$ cat src/rtl/noc_pkg.sv
// noc_pkg: shared NoC packet width, packet field offsets and the
// local-port output FSM state encoding.
package noc_pkg;
    localparam int PACKET_WIDTH = 56;
    localparam int PACKET_ID_LSB = 0;
    localparam int PACKET_ID_W = 10;
    localparam int SOURCE_ID_LSB = 10;
    localparam int SOURCE_ID_W = 6;
    localparam int RANDOM_INFO_LSB = 16;
    localparam int RANDOM_INFO_W = 10;
    typedef enum logic [1:0] {D_IDLE = 2'd0, D_REQ = 2'd1, D_HOLD = 2'd2} dnState_t;
endpackage

$ cat src/rtl/lpb_fifo_mem.sv
// lpb_fifo_mem: register-array storage with one write port and one
// asynchronous read port; contents are never cleared.
module lpb_fifo_mem #(
    parameter int WIDTH = 56,
    parameter int DEPTH = 4
) (
    input  logic                     clk,
    input  logic                     wrEn,
    input  logic [$clog2(DEPTH)-1:0] wrAddr,
    input  logic [WIDTH-1:0]         wrData,
    input  logic [$clog2(DEPTH)-1:0] rdAddr,
    output logic [WIDTH-1:0]         rdData
);
    logic [WIDTH-1:0] mem [DEPTH];

    always_ff @(posedge clk)
        if (wrEn) mem[wrAddr] <= wrData;

    assign rdData = mem[rdAddr];
endmodule

$ cat src/rtl/local_port_buffer.sv
// local_port_buffer: injector-side FIFO feeding a router switch allocator.
// Define LPB_STATS_EN to add the AcceptCount/ForwardCount statistics outputs.
module local_port_buffer #(
    parameter int           PACKET_WIDTH = noc_pkg::PACKET_WIDTH,
    parameter int           DEPTH = 4,
    parameter logic [5:0]   ROUTER_ID = 6'b010_010
) (
    input  logic                     clk,
    input  logic                     reset,
    input  logic                     ReqUpStr,
    input  logic [PACKET_WIDTH-1:0]  PacketIn,
    output logic                     GntUpStr,
    output logic                     Full,
    output logic                     ReqDnStr,
    input  logic                     GntDnStr,
    input  logic                     DnStrFull,
    output logic [PACKET_WIDTH-1:0]  PacketOut,
    output logic                     Empty,
`ifdef LPB_STATS_EN
    output logic [15:0]              AcceptCount,
    output logic [15:0]              ForwardCount,
`endif
    output logic [$clog2(DEPTH):0]   Occupancy
);
    import noc_pkg::*;

    localparam int AW = $clog2(DEPTH);

    logic [AW-1:0] wrPtr, rdPtr;
    logic [AW:0] count;
    logic [PACKET_WIDTH-1:0] headData;
    logic accept, pop;
    dnState_t state;

    assign Full = count == (AW+1)'(DEPTH);
    assign Empty = count == '0;
    assign Occupancy = count;
    // The grant cycle blocks acceptance: the injector's request is still high then.
    assign accept = ReqUpStr && !Full && !GntUpStr;
    assign pop = (state == D_REQ) && GntDnStr;
    assign ReqDnStr = state == D_REQ;
    assign PacketOut = Empty ? '0 : headData;

    lpb_fifo_mem #(.WIDTH(PACKET_WIDTH), .DEPTH(DEPTH)) mem (
        .clk(clk),
        .wrEn(accept),
        .wrAddr(wrPtr),
        .wrData(PacketIn),
        .rdAddr(rdPtr),
        .rdData(headData)
    );

    always_ff @(posedge clk) begin
        if (reset) begin
            wrPtr <= '0;
            rdPtr <= '0;
            count <= '0;
            GntUpStr <= 1'b0;
            state <= D_IDLE;
        end else begin
            GntUpStr <= accept;
            if (accept) wrPtr <= wrPtr + 1'b1;
            if (pop) rdPtr <= rdPtr + 1'b1;
            count <= count + (AW+1)'(accept) - (AW+1)'(pop);
            unique case (state)
                D_IDLE: state <= (!Empty && !DnStrFull) ? D_REQ : D_IDLE;
                D_REQ:  state <= GntDnStr ? D_HOLD : (DnStrFull ? D_IDLE : D_REQ);
                default: state <= D_IDLE;
            endcase
        end
    end

`ifdef LPB_STATS_EN
    always_ff @(posedge clk) begin
        if (reset) begin
            AcceptCount <= '0;
            ForwardCount <= '0;
        end else begin
            if (accept) AcceptCount <= AcceptCount + 16'd1;
            if (pop) ForwardCount <= ForwardCount + 16'd1;
        end
    end
`endif
endmodule

$ cat config.mk
export PLATFORM = sky130hd
export DESIGN_NAME = local_port_buffer
export DESIGN_NICKNAME = d
export VERILOG_FILES = /design/src/rtl/noc_pkg.sv /design/src/rtl/lpb_fifo_mem.sv /design/src/rtl/local_port_buffer.sv
export SDC_FILE = /design/constraint.sdc
export NUM_CORES = 1
export LEC_CHECK = 0
export ABC_CLOCK_PERIOD_IN_PS = 3900
export CORE_ASPECT_RATIO = 0.5
export CORE_MARGIN = 8
export CORE_UTILIZATION = 50
export CTS_CLUSTER_DIAMETER = 80
export DETAILED_ROUTE_END_ITERATION = 8
export PLACE_DENSITY_LB_ADDON = 0.2
export SYNTH_ARGS = -nofsm -noshare
export SYNTH_HDL_FRONTEND = slang
export SYNTH_SLANG_ARGS = --single-unit
$ cat constraint.sdc
create_clock -name clk -period 3.9 [get_ports clk]
set_clock_uncertainty 0.15 [all_clocks]
set_input_delay 0.585 -clock clk [delete_from_list [all_inputs] [get_ports clk]]
set_output_delay 0.585 -clock clk [all_outputs]
set_load 0.01 [all_outputs]
**Word-level counts from Yosys, hierarchy flattened**

Memories as Yosys holds them, arrays and structs flattened. A register that Yosys moved wholly into a read port is not among the register bits.
Index checks and enable logic that the tools add are counted.

- Memories: 1
- Logic and storage cells: 31
- Output and inout bits: 63
- Input port bits: 61
- RAM bits: 224
- Register bits: 10

- Reductions and logical operators: 10
- Multiplexer cells: 9
- Add/sub/neg operators: 4
- Equality and inequality tests: 2

Memory list:

| memory | depth | bits a word | read ports | clocked after Yosys merged registers in | wr ports | line | source |
|---|---|---|---|---|---|---|---|
| mem.mem | 4 | 56 | 1 | 1 | 1 | lpb_fifo_mem.sv:14 | `logic [WIDTH-1:0] mem [DEPTH];` |

Operators by type and width:

| operator | count |
|---|---|
| $mux 56 | 1 |
| $mux 2 | 3 |
| $add 2x1->2 const B | 2 |
| $logic_and 1x1->1 | 4 |
| $logic_not 1->1 | 4 |
| $mux 1 | 4 |
| $pmux 2 s2 | 1 |
| $add 3x1->3 | 1 |
| $eq 3x3->1 const B | 1 |
| $logic_not 3->1 | 1 |
| $sub 3x1->3 | 1 |
| $eq 2x1->1 const B | 1 |
| $logic_not 2->1 | 1 |

**Depth between registers and ports, before layout**

- Word-level depth: 6
- Depth in mapped cells: 10
- Gate-level depth less buffers: 10

**By module**

Synthesis repeated with hierarchy kept, for this count alone.

- Cells, all modules: 403
- Area total of the unflattened synthesis: 8,986.1 um2

By module, submodules not included:

| module | area an instance (um2) | cells an instance | instances |
|---|---|---|---|
| lpb_fifo_mem | 8,146.6 | 296 | 1 |
| local_port_buffer | 839.6 | 107 | 1 |

**Worst setup path before layout**

No wires, ideal clock.

- Path kind: register to register
- From: register count[1], in the netlist Occupancy[1]
- To: memory mem.mem[0][0], enable pin
- Setup slack: 1.030 ns
- Cell stages (with the launch flop): 4
- Path buffers: 0
- Period minus slack after synthesis: 2.870 ns
- Arrival time: 2.301 ns
- Cell sequence: dfxtp_1 nor3b_1 nor3b_2 and2_1

- Longest elaborated chain between the ends: 6

RTL lines:

| element | line | source |
|---|---|---|
| start, declared | local_port_buffer.sv:30 | `logic [AW:0] count;` |
| start signal, assigned | local_port_buffer.sv:64 | `count <= count + (AW+1)'(accept) - (AW+1)'(pop);` |
| $eq 3x3->1 | local_port_buffer.sv:35 | `assign Full = count == (AW+1)'(DEPTH);` |
| via Full | local_port_buffer.sv:13 | `output logic Full,` |
| $logic_not 1->1 | local_port_buffer.sv:39 | `assign accept = ReqUpStr && !Full && !GntUpStr;` |
| $logic_and 1x1->1 (2 in series) | local_port_buffer.sv:39 |  |
| $mux 1 | lpb_fifo_mem.sv:17 | `if (wrEn) mem[wrAddr] <= wrData;` |
| $mux 1 (implied by the code) | lpb_fifo_mem.sv:17 |  |
| end, declared | lpb_fifo_mem.sv:14 |  |

The timed path passes the listed nets, and every way through them passes these cells.

==> flow_metrics.py <==
metrics = {
    "status": {
        "status": "finished clean",
    },
    "logic_synthesis": {
        "synthCells": 411,
        "synthArstFlopShare_pct": 0,
        "synth_top_area_share_pct": 74.4,
        "syn-num-nets": 479,
        "ys_ff_latch": 236,
        "syn_area_mm2": 0.00904,
        "avgSynthCellArea_um2": 22.0,
        "ys_seq_area_share_pct": 77.1,
        "ys.flop_type": "edfxtp_1",
        "synth_edf_count": 224,
        "yosys-top-cells-count": "edfxtp_1 (224), mux4_2 (56), nor2b_1 (52)",
        "ys_warn_count": 0,
        "yosysMostFrequentCell": "edfxtp_1",
        "synth.distinct_cells": 25,
        "yosysTopAreaCell": "edfxtp_1",
        "ys_top_cells_by_area": "edfxtp_1 (74%), mux4_2 (14%), nor2b_1 (3.6%), dfxtp_1 (2.7%), ha_1 (0.83%)",
    },
    "floorplan": {
        "ios": 124,
        "num_rows": 34,
        "die_w_um": 206,
        "die_y_um": 111,
        "core_mm2": 0.0175,
        "fp.dieArea_mm2": 0.0229,
        "start_util_pct": 51.6,
    },
    "routing": {
        "final_antenna_net_count": 0,
        "drc_errors": 0,
        "wl_per_cell_um": 21.0,
        "routed_wl_um": 16900,
        "vias_per_cell": 5.29,
        "vias": 4255,
        "drtIter0Drc": 264,
        "dr.pass1.iters": 4,
    },
    "power_and_ir_drop": {
        "peakVddDrop_v": 0.000356,
        "power_leakage_nw": 3.61,
        "cellPowerDensity_mw_per_mm2": 594,
    },
    "cts": {
        "postCtsSetupBuffers": 0,
        "cts_root_buf": "clkbuf_16",
        "cts_resized": 0,
        "htreeDepth": 1,
        "clk_latency_ns": 0.48,
        "cts_buffer_depth": 3,
        "cts_tree": "yes",
        "cts-buffers-inserted": 21,
        "ctsHoldBuffers": 0,
        "cts.sinks": 236,
        "path_clk_slew_ns": 0.06,
    },
    "timing": {
        "finalHoldViolCount": 0,
        "rsz0062_at_grt": "false",
        "setup_tns_ns": 0,
        "min_period_over_period_pct": 85.5,
        "setup_viol": 0,
        "worstMarginPinSlew_ns": 0.654,
        "fmax_mhz": 300,
        "slew_violations": 0,
        "period_needed_ns": 3.33,
        "slew_headroom_pct": 56.4,
    },
    "cells_and_area": {
        "postLayoutCoreUtil_pct": 64.3,
        "drive_above_1_share_pct": 19.6,
        "synthToLayoutAreaGrowth_pct": 24.8,
        "fillCellCount": 1217,
        "final_nets": 625,
        "num_antenna_cells": 0,
    },
    "grt": {
        "first_global_vias": 4681,
        "track_usage_pct": 14.9,
        "overflow": 0,
        "grt_max_degree": 59,
        "grt_first_pass_wirelength_um": 26700,
        "antenna_found_initial": 1,
    },
    "worst_setup_path": {
        "end_kind": "primary output",
        "crit_path_max_incr_delay_ns": 0.62,
        "critical_path.top_delay_family": "buffers and inverters",
        "start_kind": "flip-flop",
        "cp_data_arrival_time_ns": 2.60,
        "cp_max_fo": 23,
        "required_ns": 3.16,
        "crit_type": "reg2out",
        "critical_path.slowest_cell": "dfxtp_4",
        "cp_num_buf_inv": 2,
        "path_cells": "buf_12, mux4_2, and2b_1, clkdlybuf4s50_1",
    },
    "flow_run": {
        "maxCapViolCount": 0,
    },
    "place": {
        "port_buffers": 123,
        "gp_congestion": 0.684,
        "hpwlAfterDp_um": 10800,
    },
    "worst_hold_path": {
        "hp-class": "reg2reg",
    },
}
## logic make-up after synthesis
logic type	count (synthesis)	synth area share, %
flip-flops	236	77.1
AND/OR/NAND/NOR	79	5.51
multiplexers	59	14.3
buffers and inverters	26	1.63
adder cells (fa/ha/maj)	7	1.05
XOR/XNOR	4	0.388
## power by group
| part | switching (mW) | internal (mW) | leakage, nW |
|---|---|---|---|
| Clock | 0.828 | 0.981 | 0.296 |
| Sequential | 0.0866 | 3.05 | 2.14 |
| Combinational | 0.805 | 0.949 | 1.17 |
| Total | 1.72 | 4.98 | 3.61 |
## layer usage
metal	wire length, um	track usage, %
met1	7580	20.2
met2	8280	24.6
met3	858	3.35
met4	171	2.54
met5	9	0
## layout by cell type, fill, tap and decap left out
cell type / count
clkinv_1: 7
clkdlybuf4s50_1: 123
nor4_1: 1
and2b_1: 7
nor2_1: 8
nor3b_2: 1
nand2b_1: 2
and2_2: 4
clkbuf_1: 2
xnor2_1: 2
inv_1: 7
nor3b_1: 1
ha_1: 6
clkinv_2: 6
dfxtp_4: 1
nand4b_1: 1
fa_1: 1
buf_12: 7
buf_4: 12
dfxtp_1: 10
nor3_4: 1
mux2i_1: 1
mux2_2: 2
nand3b_1: 1
nor2b_1: 52
clkbuf_16: 21
dfxtp_2: 1
xor2_1: 2
edfxtp_1: 224
mux4_2: 56
## worst register-to-register path, stage by stage (launching register included)
cell and delay [ns]:
dfxtp_1 0.46, nor3b_1 0.14, nor3b_2 0.38, inv_1 0.12, ha_1 0.29, inv_1 0.04
ha_1 0.18, fa_1 0.41, xnor2_1 0.18, xnor2_1 0.13, nor2_1 0.06
## path summary, 6_finish.rpt
check                          start                      end  slack, ns  cells past startpoint
max                        flip-flop            PacketOut[28]       0.57                      4
max reg2reg  Occupancy[1]$_SDFF_PP0_  Occupancy[2]$_SDFF_PP0_       1.25                     10
min reg2reg      state[1]$_SDFF_PP0_      state[0]$_SDFF_PP0_       0.32                      1
min              state[1]$_SDFF_PP0_      state[0]$_SDFF_PP0_       0.32                      1
## metrics by stage
step,total power [mW],worst slack (ns),std cells,hold slack (ns),instance area (um^2)
3_5_place_dp,4.99,0.794,768,0.303,10700
4_1_cts,6.81,0.493,804,0.315,11300
6_report,6.70,0.565,804,0.321,11300
3_3_place_gp,4.98,0.840,768,0.289,10700
5_1_grt,7.01,0.401,804,0.345,11300
2_1_floorplan,4.02,1.03,411,0.272,9040
## state kept, by name (all words and copies together), names as in the netlist, named ones only
name	count
GntUpStr	1
Occupancy	3
mem.mem	224
rdPtr	2
state	2
wrPtr	2
## area by class of cell
class / instances / area [um^2] / area share [%]
timing repair buffer: 142 / 1460 / 13.0
inverter: 7 / 26.3 / 0.233
multi-input combinational: 149 / 1930 / 17.1
clock inverter: 13 / 56.3 / 0.499
tap: 234 / 293 / 2.60
sequential: 236 / 6970 / 61.8
clock buffer: 23 / 533 / 4.73
(Power assumes the default switching activity.)
